**src/rtl/dds_sched_pkg.sv**
```systemverilog
// dds_sched_pkg: shared state encoding, default field widths and the config validity check
package dds_sched_pkg;

    localparam int DEF_PERIOD_W = 24;
    localparam int DEF_WIDTH_W  = 24;
    localparam int DEF_COUNT_W  = 16;

    typedef enum logic [1:0] {S_IDLE, S_LEAD, S_ON, S_OFF} state_t;

    // A config is usable when the pulse is non-empty and the frame holds lead + pulse + minimum off time.
    // Sums are done 34 bits wide so no field combination can overflow.
    function automatic logic cfg_ok(input logic [31:0] period, input logic [31:0] width,
                                    input logic [31:0] lead, input logic [31:0] min_off);
        return (width != 32'd0) &&
               ({2'b00, period} >= {2'b00, lead} + {2'b00, width} + {2'b00, min_off});
    endfunction

endpackage

```
**src/rtl/dds_sync2.sv**
```systemverilog
// dds_sync2: two-flop synchroniser for an asynchronous single-bit input
//   sys_clk : destination clock
//   sys_rst : asynchronous active-low reset, output clears to 0
//   d       : asynchronous input
//   q       : synchronised copy of d, two cycles late
module dds_sync2 (
    input  logic sys_clk,
    input  logic sys_rst,
    input  logic d,
    output logic q
);
    logic meta;

    always_ff @(posedge sys_clk or negedge sys_rst) begin
        if (!sys_rst) {q, meta} <= 2'b00;
        else          {q, meta} <= {meta, d};
    end
endmodule

```
**src/rtl/dds_pulse_scheduler.sv**
```systemverilog
// dds_pulse_scheduler: frame sequencer driving AD9910 drctl/osk/drhold with glitch-free config updates
//   sys_clk, sys_rst           : control clock, asynchronous active-low reset
//   cfg_valid/cfg_ready        : config handshake; cfg_period/cfg_width/cfg_count carry the config
//   start, stop                : one-cycle burst start and graceful stop request
//   drover                     : asynchronous DDS ramp-over flag
//   drctl, osk, drhold         : registered DDS controls
//   busy, done, cfg_err        : status; done and cfg_err are one-cycle pulses
//   drover_miss                : sticky, a pulse ended without drover; cleared by a valid start
//   frame_idx                  : 0-based index of the current frame
module dds_pulse_scheduler
    import dds_sched_pkg::*;
#(
    parameter int PERIOD_W    = DEF_PERIOD_W,
    parameter int WIDTH_W     = DEF_WIDTH_W,
    parameter int COUNT_W     = DEF_COUNT_W,
    parameter int LEAD        = 2,
    parameter int MIN_OFF     = 4,
    parameter int HOLD_IN_OFF = 0
) (
    input  logic                sys_clk,
    input  logic                sys_rst,
    input  logic                cfg_valid,
    output logic                cfg_ready,
    input  logic [PERIOD_W-1:0] cfg_period,
    input  logic [WIDTH_W-1:0]  cfg_width,
    input  logic [COUNT_W-1:0]  cfg_count,
    input  logic                start,
    input  logic                stop,
    input  logic                drover,
    output logic                drctl,
    output logic                osk,
    output logic                drhold,
    output logic                busy,
    output logic                done,
    output logic                cfg_err,
    output logic                drover_miss,
    output logic [COUNT_W-1:0]  frame_idx
);
    state_t state, state_nx;
    logic [PERIOD_W-1:0] fc, fc_nx, act_period, act_period_nx, shd_period;
    logic [WIDTH_W-1:0]  act_width, act_width_nx, shd_width;
    logic [COUNT_W-1:0]  act_count, act_count_nx, shd_count, frame_idx_nx;
    logic shd_full, shd_full_nx, stop_pend, stop_pend_nx, seen, seen_nx;
    logic miss_nx, done_nx, err_nx;
    logic drover_s, acc, in_ok, shd_ok, act_ok, last_lead, last_on, boundary, shd_apply;

    dds_sync2 u_sync (.sys_clk(sys_clk), .sys_rst(sys_rst), .d(drover), .q(drover_s));

    assign cfg_ready = !shd_full;
    assign acc       = cfg_valid && !shd_full;
    assign in_ok     = cfg_ok(32'(cfg_period), 32'(cfg_width), LEAD, MIN_OFF);
    assign shd_ok    = cfg_ok(32'(shd_period), 32'(shd_width), LEAD, MIN_OFF);
    assign act_ok    = cfg_ok(32'(act_period), 32'(act_width), LEAD, MIN_OFF);
    assign last_lead = 32'(fc) == LEAD - 1;
    assign last_on   = 32'(fc) == LEAD + 32'(act_width) - 1;
    assign boundary  = state == S_OFF && fc == act_period - 1'b1;
    // The shadow drains at every frame boundary, and in IDLE if a config slipped in on the final boundary.
    assign shd_apply = shd_full && (boundary || state == S_IDLE);

    always_ff @(posedge sys_clk or negedge sys_rst) begin
        if (!sys_rst) state <= S_IDLE;
        else          state <= state_nx;
    end

    always_comb begin
        state_nx      = state;
        fc_nx         = fc + 1'b1;
        frame_idx_nx  = frame_idx;
        seen_nx       = seen;
        miss_nx       = drover_miss;
        stop_pend_nx  = stop_pend || (stop && state != S_IDLE);
        shd_full_nx   = shd_full || (acc && state != S_IDLE);
        done_nx       = 1'b0;
        err_nx        = 1'b0;
        act_period_nx = act_period;
        act_width_nx  = act_width;
        act_count_nx  = act_count;
        if (shd_apply) begin
            shd_full_nx = 1'b0;
            if (shd_ok) {act_period_nx, act_width_nx, act_count_nx} = {shd_period, shd_width, shd_count};
            else        err_nx = 1'b1;
        end else if (acc && state == S_IDLE) begin
            if (in_ok) {act_period_nx, act_width_nx, act_count_nx} = {cfg_period, cfg_width, cfg_count};
            else       err_nx = 1'b1;
        end
        case (state)
            S_IDLE: begin
                fc_nx = '0;
                if (start && !stop) begin
                    if (act_ok) begin
                        state_nx     = S_LEAD;
                        frame_idx_nx = '0;
                        seen_nx      = 1'b0;
                        miss_nx      = 1'b0;
                        stop_pend_nx = 1'b0;
                    end else begin
                        err_nx = 1'b1;
                    end
                end
            end
            S_LEAD: if (last_lead) state_nx = S_ON;
            S_ON: begin
                seen_nx = seen || drover_s;
                if (last_on) begin
                    state_nx = S_OFF;
                    miss_nx  = drover_miss || !seen_nx;
                end
            end
            S_OFF: if (boundary) begin
                fc_nx   = '0;
                seen_nx = 1'b0;
                // A stop raised on the last cycle still belongs to this frame.
                if ((act_count != '0 && frame_idx + 1'b1 == act_count) || stop_pend || stop) begin
                    state_nx     = S_IDLE;
                    done_nx      = 1'b1;
                    stop_pend_nx = 1'b0;
                end else begin
                    state_nx     = S_LEAD;
                    frame_idx_nx = frame_idx + 1'b1;
                end
            end
            default: state_nx = S_IDLE;
        endcase
    end

    always_ff @(posedge sys_clk or negedge sys_rst) begin
        if (!sys_rst) begin
            fc          <= '0;
            frame_idx   <= '0;
            act_period  <= '0;
            act_width   <= '0;
            act_count   <= '0;
            shd_period  <= '0;
            shd_width   <= '0;
            shd_count   <= '0;
            shd_full    <= 1'b0;
            stop_pend   <= 1'b0;
            seen        <= 1'b0;
            drover_miss <= 1'b0;
            done        <= 1'b0;
            cfg_err     <= 1'b0;
            drctl       <= 1'b0;
            osk         <= 1'b0;
            drhold      <= 1'b0;
            busy        <= 1'b0;
        end else begin
            fc          <= fc_nx;
            frame_idx   <= frame_idx_nx;
            act_period  <= act_period_nx;
            act_width   <= act_width_nx;
            act_count   <= act_count_nx;
            shd_full    <= shd_full_nx;
            stop_pend   <= stop_pend_nx;
            seen        <= seen_nx;
            drover_miss <= miss_nx;
            done        <= done_nx;
            cfg_err     <= err_nx;
            if (acc && state != S_IDLE) {shd_period, shd_width, shd_count} <= {cfg_period, cfg_width, cfg_count};
            // Outputs decode the next state so every DDS line comes straight from a flop.
            drctl       <= state_nx == S_LEAD || state_nx == S_ON;
            osk         <= state_nx == S_ON;
            drhold      <= HOLD_IN_OFF != 0 && state_nx == S_OFF;
            busy        <= state_nx != S_IDLE;
        end
    end
endmodule

```
**config.mk**
```make
export PLATFORM = sky130hd
export DESIGN_NAME = dds_pulse_scheduler
export DESIGN_NICKNAME = d
export VERILOG_FILES = /design/src/rtl/dds_sched_pkg.sv /design/src/rtl/dds_sync2.sv /design/src/rtl/dds_pulse_scheduler.sv
export SDC_FILE = /design/constraint.sdc
export NUM_CORES = 1
export LEC_CHECK = 0
export CAP_MARGIN = 20
export CORE_AREA = 2 2 191 193
export CTS_CLUSTER_DIAMETER = 200
export DETAILED_ROUTE_END_ITERATION = 10
export DIE_AREA = 0 0 193 195
export GPL_TIMING_DRIVEN = 0
export HOLD_SLACK_MARGIN = 0.1
export PLACE_DENSITY = 0.57
export SETUP_SLACK_MARGIN = 0.4
export SLEW_MARGIN = 20
export SYNTH_ARGS = -nofsm -noshare
export SYNTH_HDL_FRONTEND = slang
export SYNTH_HIERARCHICAL = 1
export SYNTH_SLANG_ARGS = --single-unit
```
**constraint.sdc**
```tcl
create_clock -name sys_clk -period 7.1 [get_ports sys_clk]
set_input_delay 1.065 -clock sys_clk [delete_from_list [all_inputs] [get_ports sys_clk]]
set_output_delay 1.065 -clock sys_clk [all_outputs]
set_load 0.005 [all_outputs]
```
==> results of run 1 <==
-- final timing paths --
| kind | to | slack [ns] | depth (start not counted) |
|---|---|---|---|
| max | frame_idx[6] | 1.60 | 17 |
| min | u_sync/q | 0.36 | 0 |
| max reg2reg | frame_idx[6] | 1.60 | 17 |
| min reg2reg | u_sync/q | 0.36 | 0 |
| max in group asynchronous | frame_idx[0] | 5.83 | 2 |
| min in group asynchronous | shd_width[2] | 0.51 | 1 |
-- sequential cells by signal, indices dropped and copies added (netlist names) --
register,flops
osk,1
seen,1
act_period,24
frame_idx,16
u_sync/q,1
done,1
shd_full,1
fc,24
act_count,16
stop_pend,1
state,2
act_width,24
shd_period,24
shd_width,24
busy,1
drctl,1
u_sync/meta,1
cfg_err,1
drover_miss,1
shd_count,16
-- critical path: stages (launching register included) --
cell	delay (ns)
sky130_fd_sc_hd__dfrtp_1	0.35
sky130_fd_sc_hd__clkbuf_1	0.42
sky130_fd_sc_hd__nand4_1	0.34
sky130_fd_sc_hd__nor2_1	0.38
sky130_fd_sc_hd__nand4_1	0.27
sky130_fd_sc_hd__nor3_1	0.25
sky130_fd_sc_hd__xnor2_1	0.16
sky130_fd_sc_hd__ha_1	0.28
sky130_fd_sc_hd__a21oi_1	0.14
sky130_fd_sc_hd__o21ai_0	0.14
sky130_fd_sc_hd__o211ai_1	0.21
sky130_fd_sc_hd__a221o_1	0.17
sky130_fd_sc_hd__a31oi_1	0.06
sky130_fd_sc_hd__a31oi_1	0.79
sky130_fd_sc_hd__inv_1	0.33
sky130_fd_sc_hd__o21ai_1	0.38
sky130_fd_sc_hd__clkbuf_1	0.49
sky130_fd_sc_hd__o211ai_1	0.18
-- synth_stat cells (all sizes together), types with 6 or more instances --
| master | count | area (um2) |
|---|---|---|
| nand3b | 7 | 52.55 |
| xor2 | 74 | 648.1 |
| nand2 | 76 | 285.3 |
| nor4 | 37 | 244.0 |
| nand3 | 56 | 280.3 |
| or4 | 8 | 60.06 |
| and2 | 7 | 43.79 |
| o211ai | 24 | 180.2 |
| o21a | 6 | 45.04 |
| a21o | 9 | 67.56 |
| nor2 | 105 | 394.1 |
| ha | 89 | 1114 |
| nand2b | 8 | 50.05 |
| inv | 48 | 180.2 |
| nor3 | 36 | 180.2 |
| mux2i | 29 | 290.3 |
| and3 | 25 | 156.4 |
| a21oi | 37 | 185.2 |
| buf | 22 | 201.5 |
| mux2 | 161 | 2158 |
| xnor2 | 84 | 735.7 |
| o21ai | 52 | 260.3 |
| nor2b | 9 | 56.30 |
| or3 | 17 | 106.4 |
| a2111oi | 7 | 61.31 |
| o2111ai | 8 | 70.07 |
| nand4 | 45 | 281.5 |
| a211o | 7 | 61.31 |
| and4 | 8 | 70.07 |
| dfrtp | 181 | 4529 |
| o31ai | 6 | 45.04 |
| a31oi | 10 | 62.56 |
| clkbuf | 63 | 237.7 |
| a211oi | 14 | 110.1 |
-- layer usage --
layer	routed length, um	global-route usage [%]
met2	19130	35.88
met3	1434	2.283
met4	889	5.948
met1	18930	30.26
met5	0	0
-- cell families (layout without fill, tap and decap cells) --
kind of cell,Yosys count,in the layout
and+or+nand+nor,470,470
AOI/OAI and AO/OA,219,219
muxes,190,190
DFF,181,181
xor gates and xnor gates,158,158
buffers and inverters,133,260
adders and majority gates,89,89
other,1,1
-- per-stage QoR --
| step | hold slack, ns | setup slack, ns | cell area (um2) | std cells |
|---|---|---|---|---|
| 6_report | 0.3609 | 1.605 | 16230 | 2029 |
| 3_5_place_dp | 0.3813 | 1.656 | 15640 | 1996 |
| 3_3_place_gp | 0.3822 | -2.962 | 15580 | 1994 |
| 2_1_floorplan | 0.3312 | 3.086 | 14080 | 1441 |
| 4_1_cts | 0.3823 | 1.663 | 16210 | 2028 |
| 5_1_grt | 0.3830 | 1.207 | 16230 | 2029 |
-- cell usage in the layout, fill, tap and decap left out, types with 6 or more instances in the layout --
cell,Yosys,routed
sky130_fd_sc_hd__dfrtp_1,181,181
sky130_fd_sc_hd__nor2_1,105,105
sky130_fd_sc_hd__mux2_4,92,92
sky130_fd_sc_hd__clkdlybuf4s50_1,0,91
sky130_fd_sc_hd__ha_1,89,89
sky130_fd_sc_hd__xnor2_1,84,84
sky130_fd_sc_hd__nand2_1,76,76
sky130_fd_sc_hd__xor2_1,74,74
sky130_fd_sc_hd__mux2_2,68,68
sky130_fd_sc_hd__clkbuf_1,62,62
sky130_fd_sc_hd__nand3_1,56,56
sky130_fd_sc_hd__o21ai_0,49,49
sky130_fd_sc_hd__inv_1,48,48
sky130_fd_sc_hd__nand4_1,45,45
sky130_fd_sc_hd__a21oi_1,37,37
sky130_fd_sc_hd__nor3_1,36,36
sky130_fd_sc_hd__nor4_1,35,35
sky130_fd_sc_hd__mux2i_1,29,29
sky130_fd_sc_hd__and3_1,25,25
sky130_fd_sc_hd__o211ai_1,24,24
sky130_fd_sc_hd__or3_1,17,17
sky130_fd_sc_hd__clkbuf_16,0,17
sky130_fd_sc_hd__a211oi_1,13,13
sky130_fd_sc_hd__a31oi_1,10,10
sky130_fd_sc_hd__a21o_1,9,9
sky130_fd_sc_hd__nor2b_1,9,9
sky130_fd_sc_hd__o2111ai_1,8,8
sky130_fd_sc_hd__and4_1,8,8
sky130_fd_sc_hd__or4_1,8,8
sky130_fd_sc_hd__nand2b_1,8,8
sky130_fd_sc_hd__buf_6,8,8
sky130_fd_sc_hd__and2_1,7,7
sky130_fd_sc_hd__a211o_1,7,7
sky130_fd_sc_hd__a2111oi_0,7,7
sky130_fd_sc_hd__nand3b_1,7,7
sky130_fd_sc_hd__o21a_1,6,6
sky130_fd_sc_hd__o31ai_1,6,6
-- report_power, final --
| group | switching [mW] | total, mW | internal [mW] |
|---|---|---|---|
| clock network | 0.476 | 0.952 | 0.476 |
| registers | 0.562 | 2.04 | 1.48 |
| logic | 1.91 | 3.68 | 1.78 |
-- layout make-up --
cell class | count | area share, %
multi-input cells | 1127 | 55.03
flip-flops and latches | 181 | 27.91
repair buffers | 95 | 6.122
well taps | 461 | 3.555
clock buffers | 18 | 2.706
plain buffers | 85 | 2.706
inverters | 48 | 1.110
clock inverters | 14 | 0.8559
==> flow_summary.ini, run 1 <==
[synth]
area_fraction_in_compound_gates_after_synthesis_pct = 10.53
synthArstFlopShare_pct = 100.0
syn_inst = 1441
synthesis.area_um2 = 14080
post_synth_fa_ha_maj_area_fraction_pct = 7.910
synth_top_family_by_area = simple AND/OR/NAND/NOR gates
synth_seq_cells = 181
synth-edff-count = 0
postSynthAreaPerCell_um2 = 9.770
yosys.cell_types.count = 79
muxShareOfSynthArea_pct = 17.39
yosysSeqAreaShare_pct = 32.17
synth_nets = 1600
synth_warnings = 6
yosys.area_share.xor_xnor_pct = 9.829
synth_simple_gate_area_share_pct = 17.74
synthFlopType = sky130_fd_sc_hd__dfrtp_1

[clock_network]
quantity_of_hold_fixing_buffers_added_after_cts = 0
clk_path_buf_depth = 2
root_buffer = sky130_fd_sc_hd__clkbuf_16
worst_skew_pair_later_pin_latency_ns = 0.44
clkTransAtPathRegs_ns = 0.08
post_cts_sizing_count = 0
htree_num_levels = 4
cts_tree = built
clock_sink_count = 181
cts_buffers = 17
cts.repair_timing.setup_buffer_count = 0

[power]
powerDensity_nw_per_um2 = 411.1
pwr_total_mw = 6.670
power_leakage_nw = 6.671
power.ir.vdd_worst_uv = 184.2

[placement]
buffer_ports.inserted = 92
gp_routability_congestion = 0.9013
hpwlAfterDp_um = 32020

[timing]
hold_fails_final_rpt = 0
transition_time_at_the_pin_with_the_least_slew_margin_ns = 0.9814
fin_skew_ns = 0.01409
final_max_slew_viol_count = 0
max-slew-margin-rel_pct = 34.27
setup_viol = 0
final_period_minus_worst_setup_slack_ns = 5.495
final_cycle_utilization_of_the_critical_path_pct = 77.40
grt_setup_unrepaired = no
final.setup.tns_ns = 0
max_clock_freq_mhz = 182.0

[floorplan]
die_height_um = 195
horizontal_die_dimension_um = 193
die_area_um2 = 37640
number_of_i_o_pins = 94
start_util_pct = 39.77
floorplan.rows = 69
design.core.area_um2 = 35400

[worst_setup_path]
critPathLaunch = act_width[6]
timing.critical_path.fanout_max = 10
timing.critical_path.from_type = flip-flop
worstPathArrival_ns = 5.78
worst_r2r_startpoint = act_width[6]
worstSetupEndpointType = flip-flop
timing.critical_path.required_ns = 7.39
worst-setup-path-type = reg -> reg

[drt]
detailed_route_wire_length_um = 40380
dr_total_vias = 11469
drc_errors = 0
drt-wirelength-per-cell_um = 19.90
via_per_inst = 5.653
iteration_count_of_the_initial_detailed_routing_pass = 6
remaining_antenna_violation_count = 0
dr.first_iter.drc_count = 780

[grt]
grt_pass1_wl_um = 63310
grt_overflow = 0
antenna_violations_before_repair = 0
maximum_number_of_pins_on_one_net_before_global_route_repair = 81
global_route.usage.total_pct = 21.77
vias_in_the_first_global_route = 11067

[final_layout]
final_layout_size_suffix_gt1_share_pct = 14.35
num-nets-final = 1714
insertedDiodeCount = 0
combined_flip_flop_and_latch_cell_area_um2 = 4529
multi_input_area_um2 = 8930
utilization_pct = 45.84
area_delta_synth_final_pct = 15.26
n_fill_cell = 3398

[run_status]
run_status = complete, no violations

[hold_path]
hold_class = reg -> reg
worst_hold_startpoint = u_sync/meta

[flow_run]
timing.max_cap.violations = 0
Note: power is estimated with default switching activity, not from simulation.
==> run 2, diff against run 1 <==
clock period = 5.13 ns   (was 7.1 ns; I/O delays follow)
==> flow_summary.ini, run 2 (synthesized netlist as in run 1, its figures left out) <==
[placement]
gp_routability_congestion = 0.9013
hpwlAfterDp_um = 32020
dpl.cell_count = 1996
buffer_ports.inserted = 92

[floorplan]
die_height_um = 195
number_of_i_o_pins = 94
start_util_pct = 39.77
floorplan.rows = 69
horizontal_die_dimension_um = 193
design.core.area_um2 = 35400
die_area_um2 = 37640

[clock_network]
worst_skew_pair_later_pin_latency_ns = 0.44
root_buffer = sky130_fd_sc_hd__clkbuf_16
htree_num_levels = 4
quantity_of_hold_fixing_buffers_added_after_cts = 0
cts_tree = built
cts_buffers = 17
clkTransAtPathRegs_ns = 0.08
clock_sink_count = 181
clk_path_buf_depth = 2

[timing]
fin_skew_ns = 0.01458
max-slew-margin-rel_pct = 45.51
grt_setup_unrepaired = no
final_period_minus_worst_setup_slack_ns = 4.542
max_clock_freq_mhz = 220.2
transition_time_at_the_pin_with_the_least_slew_margin_ns = 0.8099
setup_viol = 0
hold_fails_final_rpt = 0
final_max_slew_viol_count = 0
hold_ws_ns = 0.2150
final_cycle_utilization_of_the_critical_path_pct = 88.54

[grt]
grt.busiest_layer = met2
antenna_violations_before_repair = 0
globalRouteMet1Util_pct = 30.21
global_route.usage.total_pct = 21.77
grt_pass1_wl_um = 63340
grt.met3_usage_pct = 2.354
gr-usage-met2_pct = 35.91
maximum_number_of_pins_on_one_net_before_global_route_repair = 81
grt_overflow = 0
vias_in_the_first_global_route = 11076

[drt]
iteration_count_of_the_initial_detailed_routing_pass = 5
dr_total_vias = 11474
detailed_route_wire_length_um = 40450
drc_errors = 0
remaining_antenna_violation_count = 0
drt-wirelength-per-cell_um = 19.92
via_per_inst = 5.649
dr.first_iter.drc_count = 807

[worst_setup_path]
worstSetupEndpointType = flip-flop
timing.critical_path.fanout_max = 10
timing.critical_path.from_type = flip-flop
r2r_slack_ns = 0.59
timing.critical_path.required_ns = 5.43
worst-setup-path-type = reg -> reg
worstPathArrival_ns = 4.84

[run_status]
run_status = complete, no violations

[final_layout]
n_fill_cell = 3391
layout.cells.most_common = sky130_fd_sc_hd__dfrtp_1
final_layout_size_suffix_gt1_share_pct = 15.68
finalNonFillerCells = 2031
num-nets-final = 1715
most-common-layout-cells = sky130_fd_sc_hd__dfrtp_1 (181), sky130_fd_sc_hd__nor2_1 (102), sky130_fd_sc_hd__mux2_4 (92)
area_delta_synth_final_pct = 15.89

[flow_run]
timing.max_cap.violations = 0

[power]
power.ir.vdd_worst_uv = 256.0
power_leakage_nw = 6.724
powerDensity_nw_per_um2 = 569.2

[hold_path]
hold_class = in -> async
run 2: power breakdown:
| part | total, mW | switching [mW] | internal (mW) | leakage, nW |
|---|---|---|---|---|
| Clock | 1.32 | 0.660 | 0.658 | 0.279 |
| Sequential | 2.82 | 0.781 | 2.04 | 2.24 |
| Combinational | 5.15 | 2.66 | 2.48 | 4.21 |
| Total | 9.29 | 4.10 | 5.18 | 6.72 |
run 2: worst paths after layout:
| path | startpoint | endpoint | depth (start not counted) |
|---|---|---|---|
| min reg2reg | u_sync/meta | u_sync/q | 0 |
| max | act_width[2] | frame_idx[6] | 17 |
| max reg2reg | act_width[2] | frame_idx[6] | 17 |
| max in group asynchronous | sys_rst | frame_idx[0] | 2 |
| min in group sys_clk | u_sync/meta | u_sync/q | 0 |
| min | sys_rst | shd_width[2] | 1 |
run 2: worst max-delay path, stage by stage, from the launching register on:
cell	delay (ns)
sky130_fd_sc_hd__dfrtp_1	0.35
sky130_fd_sc_hd__clkbuf_2	0.25
sky130_fd_sc_hd__inv_1	0.09
sky130_fd_sc_hd__ha_1	0.25
sky130_fd_sc_hd__nor2_1	0.23
sky130_fd_sc_hd__nand3_1	0.18
sky130_fd_sc_hd__nor2_1	0.16
sky130_fd_sc_hd__xnor2_1	0.14
sky130_fd_sc_hd__ha_1	0.28
sky130_fd_sc_hd__a211oi_1	0.23
sky130_fd_sc_hd__a21oi_1	0.11
sky130_fd_sc_hd__o31ai_1	0.52
sky130_fd_sc_hd__a31oi_2	0.25
sky130_fd_sc_hd__a31oi_4	0.42
sky130_fd_sc_hd__inv_2	0.14
sky130_fd_sc_hd__o21ai_1	0.29
sky130_fd_sc_hd__clkbuf_2	0.36
sky130_fd_sc_hd__o211ai_1	0.15
run 2: layout make-up:
type                       instances  area (um2)  area share (%)
buffer                            85       450.4           2.761
timing repair buffer              96        1006           6.166
tap                              461       576.8           3.535
clock buffer                      18       439.2           2.692
inverter                          48       180.2           1.104
multi-input combinational       1127        8992           55.12
clock inverter                    14       138.9          0.8512
antenna                            1       2.502         0.01534
sequential                       181        4529           27.76
run 2: per-stage QoR:
stage                     utilization [%]  instance area (um2)  power [mW]  setup TNS [ns]  setup WS (ns)
final                               46.09                16320       9.286               0         0.5880
after global routing                46.09                16310       9.930               0         0.4185
after CTS                           45.89                16240       9.259               0         0.4225
after detailed placement            44.17                15640       7.892          -2.731        -0.2844
after global placement              44.00                15580       7.755         -837.40         -4.636
after floorplan                         -                14080       6.359               0          1.116
run 2: per-layer routing:
layer	vias to the layer above	share of wire (%)
met1	5633	47
li1	5525	-
met4	0	2.5
met3	50	3.4
met5	-	0
met2	266	47
run 2: what timing repair did:
| action | 4_1_cts | 5_1_grt |
|---|---|---|
| gates resized for setup | 7 | 21 |
| pin swaps | 1 | 0 |
| setup endpoints to repair | 20 | 82 |
| buffers inserted | 1 | 0 |
==> run 3, diff against run 2 <==
ABC_CLOCK_PERIOD_IN_PS = 5130   (was not set)
MAX_ROUTING_LAYER = met4   (was not set)
==> flow_summary.ini, run 3 (synthesized netlist as in run 1, its figures left out) <==
[clock_network]
clk_path_buf_depth = 2
quantity_of_hold_fixing_buffers_added_after_cts = 0
root_buffer = sky130_fd_sc_hd__clkbuf_16
clock_sink_count = 181
cts_buffers = 17
cts_tree = built
worst_skew_pair_later_pin_latency_ns = 0.45
htree_num_levels = 4
clkTransAtPathRegs_ns = 0.08

[hold_path]
hold_class = in -> async

[grt]
grt.met3_usage_pct = 2.876
maximum_number_of_pins_on_one_net_before_global_route_repair = 93
antenna_violations_before_repair = 0
grt_pass1_wl_um = 63070
grt_overflow = 0
gr-usage-met2_pct = 35.52
global_route.usage.total_pct = 22.42
vias_in_the_first_global_route = 11108
globalRouteMet1Util_pct = 30.19
grt.busiest_layer = met2

[final_layout]
num-nets-final = 1714
most-common-layout-cells = sky130_fd_sc_hd__dfrtp_1 (181), sky130_fd_sc_hd__nor2_1 (102), sky130_fd_sc_hd__mux2_4 (92)
finished_cell_area_um2 = 16330
insertedDiodeCount = 0
final_layout_size_suffix_gt1_share_pct = 15.82
area_delta_synth_final_pct = 16.02
layout.cells.most_common = sky130_fd_sc_hd__dfrtp_1

[timing]
grt_setup_unrepaired = no
final_max_slew_viol_count = 0
fin_ws_ns = 0.5907
final_period_minus_worst_setup_slack_ns = 4.539
fin_skew_ns = 0.01454
max_clock_freq_mhz = 220.3
hold_ws_ns = 0.3353
setup_viol = 0
transition_time_at_the_pin_with_the_least_slew_margin_ns = 0.9875
max-slew-margin-rel_pct = 32.46
final_cycle_utilization_of_the_critical_path_pct = 88.49
hold_fails_final_rpt = 0
final.setup.tns_ns = 0

[worst_setup_path]
worstPathArrival_ns = 4.87
timing.critical_path.from_type = primary input
timing.critical_path.fanout_max = 10
worst_r2r_startpoint = act_width[2]
crit_path_leading_delay_family = compound AO/OA/AOI/OAI gates
critPathSlowestCell = sky130_fd_sc_hd__clkdlybuf4s50_1
critPathLaunch = cfg_width[4]
cp_slowest_stage_delay_ns = 0.63
timing.critical_path.required_ns = 5.46
worstSetupEndpointType = flip-flop
cp_cell_sequence = clkdlybuf4s50_1 -> and3_1 -> nand4_1 -> nor2_2 -> nand2_1 -> xor2_1 -> ha_1 -> nand3_1 -> o31ai_1 -> a21oi_1 -> o21ai_0 -> o211ai_1 -> a221oi_2 -> o211ai_1 -> o31ai_1 -> buf_4 -> buf_6 -> mux2_1
crit_buf_inv = 3
worst-setup-path-type = in -> reg

[floorplan]
die_height_um = 195
horizontal_die_dimension_um = 193
number_of_i_o_pins = 94
die_area_um2 = 37640
start_util_pct = 39.77
floorplan.rows = 69
design.core.area_um2 = 35400

[power]
power.ir.vdd_worst_uv = 278.1
power_leakage_nw = 6.703
powerDensity_nw_per_um2 = 569.6

[placement]
hpwlAfterDp_um = 31810
buffer_ports.inserted = 92
post-place-ws_ns = -0.2752
gp_routability_congestion = 0.9210
placedInstanceArea_um2 = 15640

[drt]
detailed_route_wire_length_um = 40240
drt-wirelength-per-cell_um = 19.83
iteration_count_of_the_initial_detailed_routing_pass = 5
drc_errors = 0
dr_total_vias = 11408
dr.first_iter.drc_count = 799
via_per_inst = 5.622
remaining_antenna_violation_count = 0

[run_status]
run_status = complete, no violations

[flow_run]
timing.max_cap.violations = 0
run 3: what timing repair did:
| item | CTS | global route |
|---|---|---|
| pin swaps | 1 | 1 |
| setup buffers | 1 | 0 |
| endpoints found under the setup margin | 31 | 83 |
| gates resized for setup | 10 | 19 |
run 3: final timing paths:
check,end,slack (ns),cells after the start
min,shd_width[4],0.34,2
max reg2reg,frame_idx[8],0.68,16
max,act_period[11],0.59,18
max in group asynchronous,frame_idx[5],3.96,3
min reg2reg,u_sync/q,0.38,0
min in group sys_clk,u_sync/q,0.38,0
run 3: layout make-up:
class	instances	area [um2]
sequential	181	4529
inverter	48	180.2
multi-input combinational	1127	9000
buffer	85	451.7
clock buffer	17	425.4
fill	3417	19060
tap	461	576.8
clock inverter	15	178.9
timing repair buffer	95	991.0
run 3: stage by stage:
| step | utilization [%] | cells | total power, mW |
|---|---|---|---|
| floorplan | - | 1441 | 6.359 |
| global placement | 44.00 | 1994 | 7.760 |
| detailed placement | 44.17 | 1996 | 7.877 |
| CTS | 45.99 | 2029 | 9.291 |
| global route | 46.14 | 2029 | 9.997 |
| finish | 46.14 | 2029 | 9.303 |
run 3: metal layers:
| metal | vias to the layer above | share of wire, % | wire (um) |
|---|---|---|---|
| li1 | 5526 | - | - |
| met1 | 5601 | 47 | 19050 |
| met2 | 232 | 47 | 18950 |
| met3 | 49 | 3.3 | 1317 |
| met4 | 0 | 2.3 | 919 |
| met5 | - | 0 | 0 |
run 3: power breakdown:
group	leakage (nW)	total, mW	switching [mW]	internal [mW]
Clock	0.295	1.35	0.690	0.664
Sequential	2.24	2.82	0.780	2.04
Combinational	4.17	5.13	2.65	2.48
Total	6.70	9.30	4.12	5.19
